<file path="src/rtl/mem_io_responder_pkg.sv">
// Shared constants and types for the CPU memory-bus responder.
// Region decode encoding and I/O window offsets.
package mem_io_responder_pkg;

    localparam logic [31:0] IO_BASE     = 32'h0003_0000;
    localparam logic [2:0]  IO_OFS_UART = 3'd0;
    localparam logic [2:0]  IO_OFS_CLK  = 3'd4;

    typedef enum logic [1:0] {
        SEL_RAM,
        SEL_UART,
        SEL_CLK,
        SEL_NONE
    } sel_e;

    function automatic logic is_io(input logic [31:0] addr);
        return addr[17:16] == IO_BASE[17:16];
    endfunction

endpackage

</file>
<file path="src/rtl/byte_fifo.sv">
// Byte-wide synchronous FIFO with occupancy count.
// Pop on empty is ignored; push on full is dropped unless a pop frees a slot.
module byte_fifo #(
    parameter int DEPTH_LOG2 = 2
) (
    input  logic                  clk_in,
    input  logic                  rst_in,
    input  logic                  push,
    input  logic [7:0]            wdata,
    input  logic                  pop,
    output logic [7:0]            rdata,
    output logic                  full,
    output logic                  empty,
    output logic [DEPTH_LOG2:0]   count
);

    localparam int DEPTH = 1 << DEPTH_LOG2;
    localparam logic [DEPTH_LOG2:0] FULL_CNT = (DEPTH_LOG2 + 1)'(DEPTH);

    logic [7:0]            mem [DEPTH];
    logic [DEPTH_LOG2-1:0] rd_ptr;
    logic [DEPTH_LOG2-1:0] wr_ptr;
    logic                  do_push;
    logic                  do_pop;

    assign empty   = (count == '0);
    assign full    = (count == FULL_CNT);
    assign do_pop  = pop & ~empty;
    assign do_push = push & (~full | do_pop);
    assign rdata   = mem[rd_ptr];

    // Storage array write port.
    always_ff @(posedge clk_in) begin
        if (do_push) begin
            mem[wr_ptr] <= wdata;
        end
    end

    // Pointer and occupancy bookkeeping.
    always_ff @(posedge clk_in or posedge rst_in) begin
        if (rst_in) begin
            rd_ptr <= '0;
            wr_ptr <= '0;
            count  <= '0;
        end else begin
            if (do_push) begin
                wr_ptr <= wr_ptr + 1'b1;
            end
            if (do_pop) begin
                rd_ptr <= rd_ptr + 1'b1;
            end
            if (do_push && !do_pop) begin
                count <= count + 1'b1;
            end else if (do_pop && !do_push) begin
                count <= count - 1'b1;
            end
        end
    end

endmodule

</file>
<file path="src/rtl/mem_io_responder.sv">
// Responder for the CPU byte bus: block RAM plus the I/O window.
// UART FIFOs, free-running cycle counter, program-stop flag, rdy control.
module mem_io_responder
    import mem_io_responder_pkg::*;
#(
    parameter int TX_DEPTH_LOG2 = 4,
    parameter int RX_DEPTH_LOG2 = 2,
    parameter int RAM_ADDR_W    = 17
) (
    input  logic                  clk_in,
    input  logic                  rst_in,
    input  logic [31:0]           cpu_addr,
    input  logic                  cpu_wr,
    input  logic [7:0]            cpu_dout,
    output logic [7:0]            cpu_din,
    output logic                  cpu_rdy,
    output logic                  ram_en,
    output logic                  ram_we,
    output logic [RAM_ADDR_W-1:0] ram_addr,
    output logic [7:0]            ram_wdata,
    input  logic [7:0]            ram_rdata,
    output logic                  uart_tx_valid,
    output logic [7:0]            uart_tx_data,
    input  logic                  uart_tx_ready,
    input  logic                  uart_rx_valid,
    input  logic [7:0]            uart_rx_data,
    output logic                  uart_rx_ready,
    output logic                  program_stop
);

    localparam logic [TX_DEPTH_LOG2:0] TX_RDY_LIM =
        (TX_DEPTH_LOG2 + 1)'((1 << TX_DEPTH_LOG2) - 1);

    sel_e                 sel;
    sel_e                 rd_sel;
    logic                 accepted;
    logic                 rd_req;
    logic                 wr_req;
    logic                 clk_latch;
    logic                 stop_set;
    logic                 rd_pending;
    logic [7:0]           io_next;
    logic [7:0]           io_byte;
    logic [7:0]           din_hold;
    logic [31:0]          counter;
    logic [31:0]          snapshot;
    logic                 tx_push;
    logic [7:0]           tx_wdata;
    logic                 tx_full;
    logic                 tx_empty;
    logic [TX_DEPTH_LOG2:0] tx_count;
    logic                 rx_push;
    logic                 rx_pop;
    logic [7:0]           rx_rdata;
    logic                 rx_full;
    logic                 rx_empty;
    logic [RX_DEPTH_LOG2:0] rx_count;
    logic                 unused_ok;

    // A frozen CPU holds its outputs, so only rdy cycles carry requests.
    assign cpu_rdy   = (tx_count < TX_RDY_LIM);
    assign accepted  = cpu_rdy & ~rst_in;
    assign rd_req    = accepted & ~cpu_wr;
    assign wr_req    = accepted & cpu_wr;

    assign ram_en    = accepted & (sel == SEL_RAM);
    assign ram_we    = ram_en & cpu_wr;
    assign ram_addr  = cpu_addr[RAM_ADDR_W-1:0];
    assign ram_wdata = cpu_dout;

    assign clk_latch = rd_req & (sel == SEL_CLK) & (cpu_addr[1:0] == 2'b00);
    assign stop_set  = wr_req & (sel == SEL_CLK) & (cpu_addr[1:0] == 2'b00);
    assign tx_push   = (wr_req & (sel == SEL_UART) & (cpu_dout != 8'h00))
                     | stop_set;
    assign tx_wdata  = stop_set ? 8'h00 : cpu_dout;
    assign rx_pop    = rd_req & (sel == SEL_UART);
    assign rx_push   = uart_rx_valid & ~rx_full;

    assign uart_tx_valid = ~tx_empty;
    assign uart_rx_ready = ~rx_full;
    assign unused_ok     = ^{cpu_addr[31:18], rx_count};

    // Region decode of the current bus address.
    always_comb begin
        sel = SEL_NONE;
        unique case (1'b1)
            !is_io(cpu_addr):
                sel = SEL_RAM;
            is_io(cpu_addr) && (cpu_addr[2:0] == IO_OFS_UART):
                sel = SEL_UART;
            is_io(cpu_addr) && (cpu_addr[2] == IO_OFS_CLK[2]):
                sel = SEL_CLK;
            default:
                sel = SEL_NONE;
        endcase
    end

    // I/O read byte; offset 4 returns the value being latched this edge.
    always_comb begin
        io_next = 8'h00;
        if (sel == SEL_UART) begin
            io_next = rx_empty ? 8'h00 : rx_rdata;
        end else if (sel == SEL_CLK) begin
            unique case (cpu_addr[1:0])
                2'd0: io_next = counter[7:0];
                2'd1: io_next = snapshot[15:8];
                2'd2: io_next = snapshot[23:16];
                2'd3: io_next = snapshot[31:24];
            endcase
        end
    end

    // Returned byte is selected one cycle after the request, else held.
    always_comb begin
        cpu_din = din_hold;
        if (rd_pending) begin
            cpu_din = (rd_sel == SEL_RAM) ? ram_rdata : io_byte;
        end
    end

    // Read pipeline, counter, snapshot and stop flag state.
    always_ff @(posedge clk_in or posedge rst_in) begin
        if (rst_in) begin
            rd_pending   <= 1'b0;
            rd_sel       <= SEL_RAM;
            io_byte      <= 8'h00;
            din_hold     <= 8'h00;
            counter      <= 32'h0;
            snapshot     <= 32'h0;
            program_stop <= 1'b0;
        end else begin
            rd_pending <= rd_req;
            din_hold   <= cpu_din;
            counter    <= counter + 32'd1;
            if (rd_req) begin
                rd_sel  <= sel;
                io_byte <= io_next;
            end
            if (clk_latch) begin
                snapshot <= counter;
            end
            if (stop_set) begin
                program_stop <= 1'b1;
            end
        end
    end

    byte_fifo #(.DEPTH_LOG2(TX_DEPTH_LOG2)) u_tx_fifo (
        .clk_in (clk_in),
        .rst_in (rst_in),
        .push   (tx_push),
        .wdata  (tx_wdata),
        .pop    (uart_tx_ready),
        .rdata  (uart_tx_data),
        .full   (tx_full),
        .empty  (tx_empty),
        .count  (tx_count)
    );

    byte_fifo #(.DEPTH_LOG2(RX_DEPTH_LOG2)) u_rx_fifo (
        .clk_in (clk_in),
        .rst_in (rst_in),
        .push   (rx_push),
        .wdata  (uart_rx_data),
        .pop    (rx_pop),
        .rdata  (rx_rdata),
        .full   (rx_full),
        .empty  (rx_empty),
        .count  (rx_count)
    );

endmodule

</file>
<file path="config.mk">
export PLATFORM = sky130hd
export DESIGN_NAME = mem_io_responder
export DESIGN_NICKNAME = d
export VERILOG_FILES = /design/src/rtl/mem_io_responder_pkg.sv /design/src/rtl/byte_fifo.sv /design/src/rtl/mem_io_responder.sv
export SDC_FILE = /design/constraint.sdc
export NUM_CORES = 1
export LEC_CHECK = 0
export ABC_AREA = 1
export BUFFER_PORTS_ARGS = -buffer_cell sky130_fd_sc_hd__buf_2
export CAP_MARGIN = 5
export CORE_MARGIN = 2
export CORE_UTILIZATION = 60
export DETAILED_ROUTE_END_ITERATION = 16
export GPL_TIMING_DRIVEN = 0
export HOLD_SLACK_MARGIN = 0.03
export PLACE_DENSITY = 0.84
export RECOVER_POWER = 100
export SLEW_MARGIN = 15
export SYNTH_ARGS = -nofsm -noshare
export SYNTH_HDL_FRONTEND = slang
export SYNTH_SLANG_ARGS = --single-unit
</file>
<file path="constraint.sdc">
create_clock -name clk_in -period 11.5 [get_ports clk_in]
set_clock_uncertainty 0.15 [all_clocks]
set_input_delay 1.725 -clock clk_in [delete_from_list [all_inputs] [get_ports clk_in]]
set_output_delay 1.725 -clock clk_in [all_outputs]
set_load 0.02 [all_outputs]
</file>
==> results of run 1 <==
==> kinds of logic after synthesis <==
family	share of synthesized area (%)
buf+inv	8.29
flops	61.3
fa+ha+maj	1.94
compound gates	8.49
simple gates	17.7
xor+xnor	2.24
==> power by group through the flow <==
stage                     clock network, uW  logic [uW]  registers [uW]
after floorplan                           0         562            1110
after global placement                    0         785            1110
after detailed placement                  0         815            1120
after CTS                               871         828            1100
after global routing                    911         900            1110
final                                   862         816            1100
==> worst register-to-register path, stage by stage (launching register included) <==
cell and delay (ps):
dfrtp_1 460, nand2_1 120, inv_2 60, nand2_1 40, nand3_1 190, nor2_1 170
nand2_1 140, clkbuf_1 420, clkinvlp_2 380, ha_1 300, inv_1 140, ha_1 290
nand2_1 100, nand2_1 50, a21oi_1 160, xor2_1 160, nand2_1 60, nand2_1 60
==> sequential cells by signal, indices dropped and copies added, names as in the netlist, 3 cells and up <==
| name | count |
|---|---|
| u_tx_fifo.count | 5 |
| io_byte | 8 |
| counter | 32 |
| u_rx_fifo.count | 3 |
| snapshot | 24 |
| u_tx_fifo.rd_ptr | 4 |
| din_hold | 8 |
| u_tx_fifo.wr_ptr | 4 |
| u_tx_fifo.mem | 128 |
| u_rx_fifo.mem | 32 |
==> synthesized netlist by cell type (all sizes together) <==
cell,n,share of area [%]
nand2,249,8.1
edfxtp,160,41
inv,148,4.7
nand3,101,4.5
dfrtp,96,20
nor2,96,3.4
o21ai,87,3.8
buf,54,3.1
a21oi,44,1.9
o211ai,32,2.0
nor3,31,1.5
xor2,25,1.9
ha,15,1.6
clkbuf,10,0.32
a31oi,8,0.43
o22ai,7,0.37
xnor2,5,0.37
nand4,4,0.21
clkinv,3,0.14
fa,2,0.34
or2,1,0.053
==> cells in the final DEF, fill, tap and decap left out, drive strengths merged, types with 5 or more instances in the layout <==
cell type  Yosys  layout
o22ai          7       7
ha            15      15
clkbuf        10     109
inv          148     147
clkinv         3       8
nand3        101     101
dfrtp         96      96
nand2        249     249
nor2          96      96
xor2          25      25
buf           54      71
edfxtp       160     160
clkinvlp       0       6
a31oi          8       8
a21oi         44      44
nor3          31      31
xnor2          5       5
o211ai        32      32
o21ai         87      87
==> layer usage <==
layer	up-vias	global-route usage [%]	share of wire, %	wire length [um]
met4	0	10.4	4.3	1210
met3	87	3.23	6.4	1790
met1	4263	34.6	38	10800
met2	380	49.0	51	14300
li1	4126	-	-	-
met5	-	0	0	0
==> stage by stage <==
stage	hold slack (ps)	power (uW)	area, um^2
2_1_floorplan	287	1670	11800
3_3_place_gp	297	1900	12500
3_5_place_dp	302	1930	12500
4_1_cts	326	2800	13400
5_1_grt	341	2920	13200
6_report	324	2780	13200
==> final timing paths <==
| kind | start | cells past startpoint | to |
|---|---|---|---|
| min reg2reg | snapshot[11] | 2 | snapshot[11] |
| min in group asynchronous | rst_in | 2 | u_tx_fifo.count[2] |
| max reg2reg | u_tx_fifo.count[0] | 17 | u_tx_fifo.count[4] |
| max in group asynchronous | rst_in | 3 | counter[10] |
| min | snapshot[11] | 2 | snapshot[11] |
| max | rst_in | 7 | ram_we |
==> final cells by class <==
cell class	count	share of cell area, %
Clock buffer	35	5.57
Timing Repair Buffer	81	2.54
Buffer	64	2.75
Tap cell	265	2.51
Multi-Input combinational cell	707	26.6
Inverter	151	4.33
Sequential cell	256	54.6
Clock inverter	13	1.19
==> results.cfg, run 1 <==
[clock_network]
clk_latency_ps = 520
cts_hold_buf = 0
h-tree-depth = 1
postCtsSetupBuffers = 0
cts_buffers = 26
cts_resized = 0
clk_pin_slew_ps = 60
cts_tree = done
clk_path_buf_depth = 3
cts.sinks = 256
cts_root_buffer = clkbuf_16

[routing]
drc = 0
vias = 8856
routed_wl_mm = 28.1
viasPerCell = 5.63
drt-initial-drc-count = 788
wire_per_inst_um = 17.9
antenna_left = 0
drtPass1Iterations = 8

[sta]
post-route-period-util_pct = 59.1
slew_viol_final = 101
max_freq_mhz = 147
rsz0062_at_grt = no
setup_violations = 0
fin_setup_tns_ps = 0
fin_crit_ps = 6800
tightest_slew_ps = 2650
fin_ws_ps = 4700
timing_hold_violations_final = 0
max_slew_margin_pct = -77.0

[critical_path]
worst-path-buf-inv = 4
start_kind = primary input
crit_path_top_delay_cell = clkinvlp_2
ff2ff_setup_slack_ps = 8000
cp_cell_sequence = buf_2 > clkinvlp_2 > nand3_1 > nor2_1 > inv_1 > nor2_1 > clkbuf_1
cpMostUsedCell = nor2_1
required_ps = 9630
crit_family = buffers and inverters
cp-end-kind = output port
cp_max_fo = 48
cp.arrival_ps = 4920
slowest_delay_ps = 1580
critPathKind = primary input to output port

[floorplanning]
die_y_um = 144
num_rows = 51
pin_count = 108
die_area_mm2 = 0.0207
die_w_um = 144
start_util_pct = 60.8
core_mm2 = 0.0193

[power_and_ir_drop]
ir_worst_vdd_uv = 150
combinationalPowerShare_pct = 29.3
intPower_uw = 1820
power_frac_seq_pct = 39.7
switching_share_pct = 34.7
p_clk_share_pct = 31.0
power_switching_uw = 965
power_density_mw_per_mm2 = 211
power_leakage_uw = 0.00543

[global_route]
grt_max_degree = 52
track_usage_pct = 27.5
antenna_found_initial = 0
grt_pass1_vias = 8327
grt_pass1_wl_mm = 43.3
overflow = 0

[logic_synthesis]
ys_types = 36
synth_area_mm2 = 0.0118
ys_warn_count = 0
ys_seq_elements = 256
ys_seq_area_share_pct = 61.3
syn_avg_cell_area_um2 = 9.98
syn_inst = 1178
synth_fp_nets = 1256

[final_layout]
utilization_pct = 68.3
layout.cells.non_filler = 1572
num_antenna_cells = 0
fillers = 1434
layout-drive-gt1-share_pct = 9.49
regArea_mm2 = 0.00721
multi_input_area_mm2 = 0.00351
area_growth_pct = 12.4
final_nets = 1365

[outcome]
outcome = finished, violations left
violations = max-capacitance violations, max-slew violations

[placed_design]
gp_congestion = 0.947
dp_slack_ps = 6530
port_buffers = 80
dpl.hpwl_mm = 19.5
place_inst = 1524

[run]
max_cap_violations = 2

[hold_path]
hold_class = flop to flop
Power figures use the tool's default switching activity.
==> run 2, diff against run 1 <==
==> constraint.sdc (replaced) <==
create_clock -name clk_in -period 6.5 [get_ports clk_in]
set_clock_uncertainty 0.15 [all_clocks]
set_input_delay 0.975 -clock clk_in [delete_from_list [all_inputs] [get_ports clk_in]]
set_output_delay 0.975 -clock clk_in [all_outputs]
set_load 0.02 [all_outputs]
==> results.cfg, run 2 (synthesis results as in run 1) <==
[critical_path]
start_kind = flop
cp_cell_sequence = clkbuf_1 > clkbuf_1 > o211ai_1 > nand3_1 > nand3_1 > nand2_1 > clkbuf_1
worst-path-buf-inv = 3
crit_family = buffers and inverters
cp_max_fo = 10
cpMostUsedCell = clkbuf_1
required_ps = 5370
cp-end-kind = output port
critPathKind = flop to output port
cp.arrival_ps = 2660
slowest_delay_ps = 500
crit_path_top_delay_cell = clkbuf_1

[global_route]
track_usage_pct = 27.5
antenna_found_initial = 0
grt_pass1_vias = 8327
grt_pass1_wl_mm = 43.3
grt_max_degree = 52
overflow = 0

[power_and_ir_drop]
power_uw = 4920
ir_worst_vdd_uv = 266
power_density_mw_per_mm2 = 373
power_leakage_uw = 0.00543

[final_layout]
fillers = 1437
final_nets = 1365
layout_common_cells = nand2_1, edfxtp_1, inv_1
regMostFlops = u_tx_fifo.mem
largest_reg_flops = 128
top_regs = u_tx_fifo.mem (128), counter (32), u_rx_fifo.mem (32)
final_common_cell = nand2_1
area_growth_pct = 12.4
layout.cells.non_filler = 1572
num_antenna_cells = 0
layout-drive-gt1-share_pct = 9.33

[sta]
rsz0062_at_grt = no
setup_violations = 0
max_freq_mhz = 264
slew_viol_final = 52
tightest_slew_ps = 2670
post-route-period-util_pct = 58.2
fin_crit_ps = 3780
timing_hold_violations_final = 0
fin_setup_tns_ps = 0
hold_ws_ps = 327
max_slew_margin_pct = -78.3

[routing]
wire_per_inst_um = 17.9
viasPerCell = 5.62
drtPass1Iterations = 5
routed_wl_mm = 28.2
drc = 0
antenna_left = 0
vias = 8839
drt-initial-drc-count = 750

[floorplanning]
pin_count = 108
core_mm2 = 0.0193
die_w_um = 144
num_rows = 51
die_area_mm2 = 0.0207
start_util_pct = 60.8
die_y_um = 144

[placed_design]
gp_congestion = 0.947
dpl.hpwl_mm = 19.5
place_inst = 1524
port_buffers = 80

[clock_network]
cts.sinks = 256
postCtsSetupBuffers = 0
cts_root_buffer = clkbuf_16
cts_buffers = 26
cts_resized = 0
clk_pin_slew_ps = 60
clk_latency_ps = 520
clk_path_buf_depth = 3
h-tree-depth = 1
cts_tree = done
cts_hold_buf = 0

[hold_path]
hold_class = primary input to async pin

[outcome]
outcome = finished, violations left
violations = max-capacitance violations, max-slew violations

[run]
max_cap_violations = 2
[run 2: cell count changes in the layout (fill, tap and decap cells not counted), sizes merged]
cell	before	now
buf	71	67
inv	147	148
clkinvlp	6	5
clkbuf	109	113
[run 2: worst reg2reg max path, cell delays in order, from the launching register on]
cell        delay (ps)
dfrtp_1            460
nand2_1            120
inv_2               60
nand2_1             40
nand3_1            190
nor2_1             130
nand2_2            100
clkbuf_1           410
clkinvlp_2         380
ha_1               300
inv_1              140
ha_1               290
nand2_1            100
nand2_1             50
a21oi_1            160
xor2_1             160
nand2_1             60
nand2_1             60
[run 2: power by group]
part           leakage (uW)  internal (uW)  switching (uW)
Combinational       0.00229            424            1020
Clock              0.000427            917             612
Sequential          0.00271           1870            81.2
Total               0.00543           3210            1710
[run 2: path summary, 6_finish.rpt]
| kind | from | to | slack (ps) | cells past startpoint |
|---|---|---|---|---|
| min reg2reg | counter[30] | counter[30] | 330 | 2 |
| max reg2reg | u_tx_fifo.count[0] | u_tx_fifo.count[4] | 3100 | 17 |
| min in group clk_in | counter[30] | counter[30] | 330 | 2 |
| min | rst_in | u_tx_fifo.count[2] | 330 | 2 |
| max | u_tx_fifo.rd_ptr[1] | uart_tx_data[7] | 2720 | 7 |
| max in group asynchronous | rst_in | counter[10] | 3000 | 3 |
[run 2: through the flow]
step	area, um^2	utilization [%]	worst slack, ps
after floorplan	11800	-	1300
after detailed placement	12500	64.8	2800
after CTS	13400	69.4	3020
after global placement	12500	64.6	-170
final	13200	68.3	2720
after global routing	13200	68.3	2270
[run 2: final cells by class]
type	count	area [um^2]	area share [%]
Buffer	64	359	2.72
Clock buffer	35	736	5.57
Clock inverter	13	158	1.19
Inverter	151	576	4.36
Multi-Input combinational cell	707	3510	26.6
Sequential cell	256	7210	54.6
Tap cell	265	332	2.51
Timing Repair Buffer	81	335	2.54
[run 2: layer usage]
metal  up-vias  share of wire [%]  track usage (%)
met3        91                6.7             3.23
met1      4235                 38             34.6
met4         0                4.3             10.4
met2       385                 51             49.0
met5         -                  0                0
li1       4128                  -                -
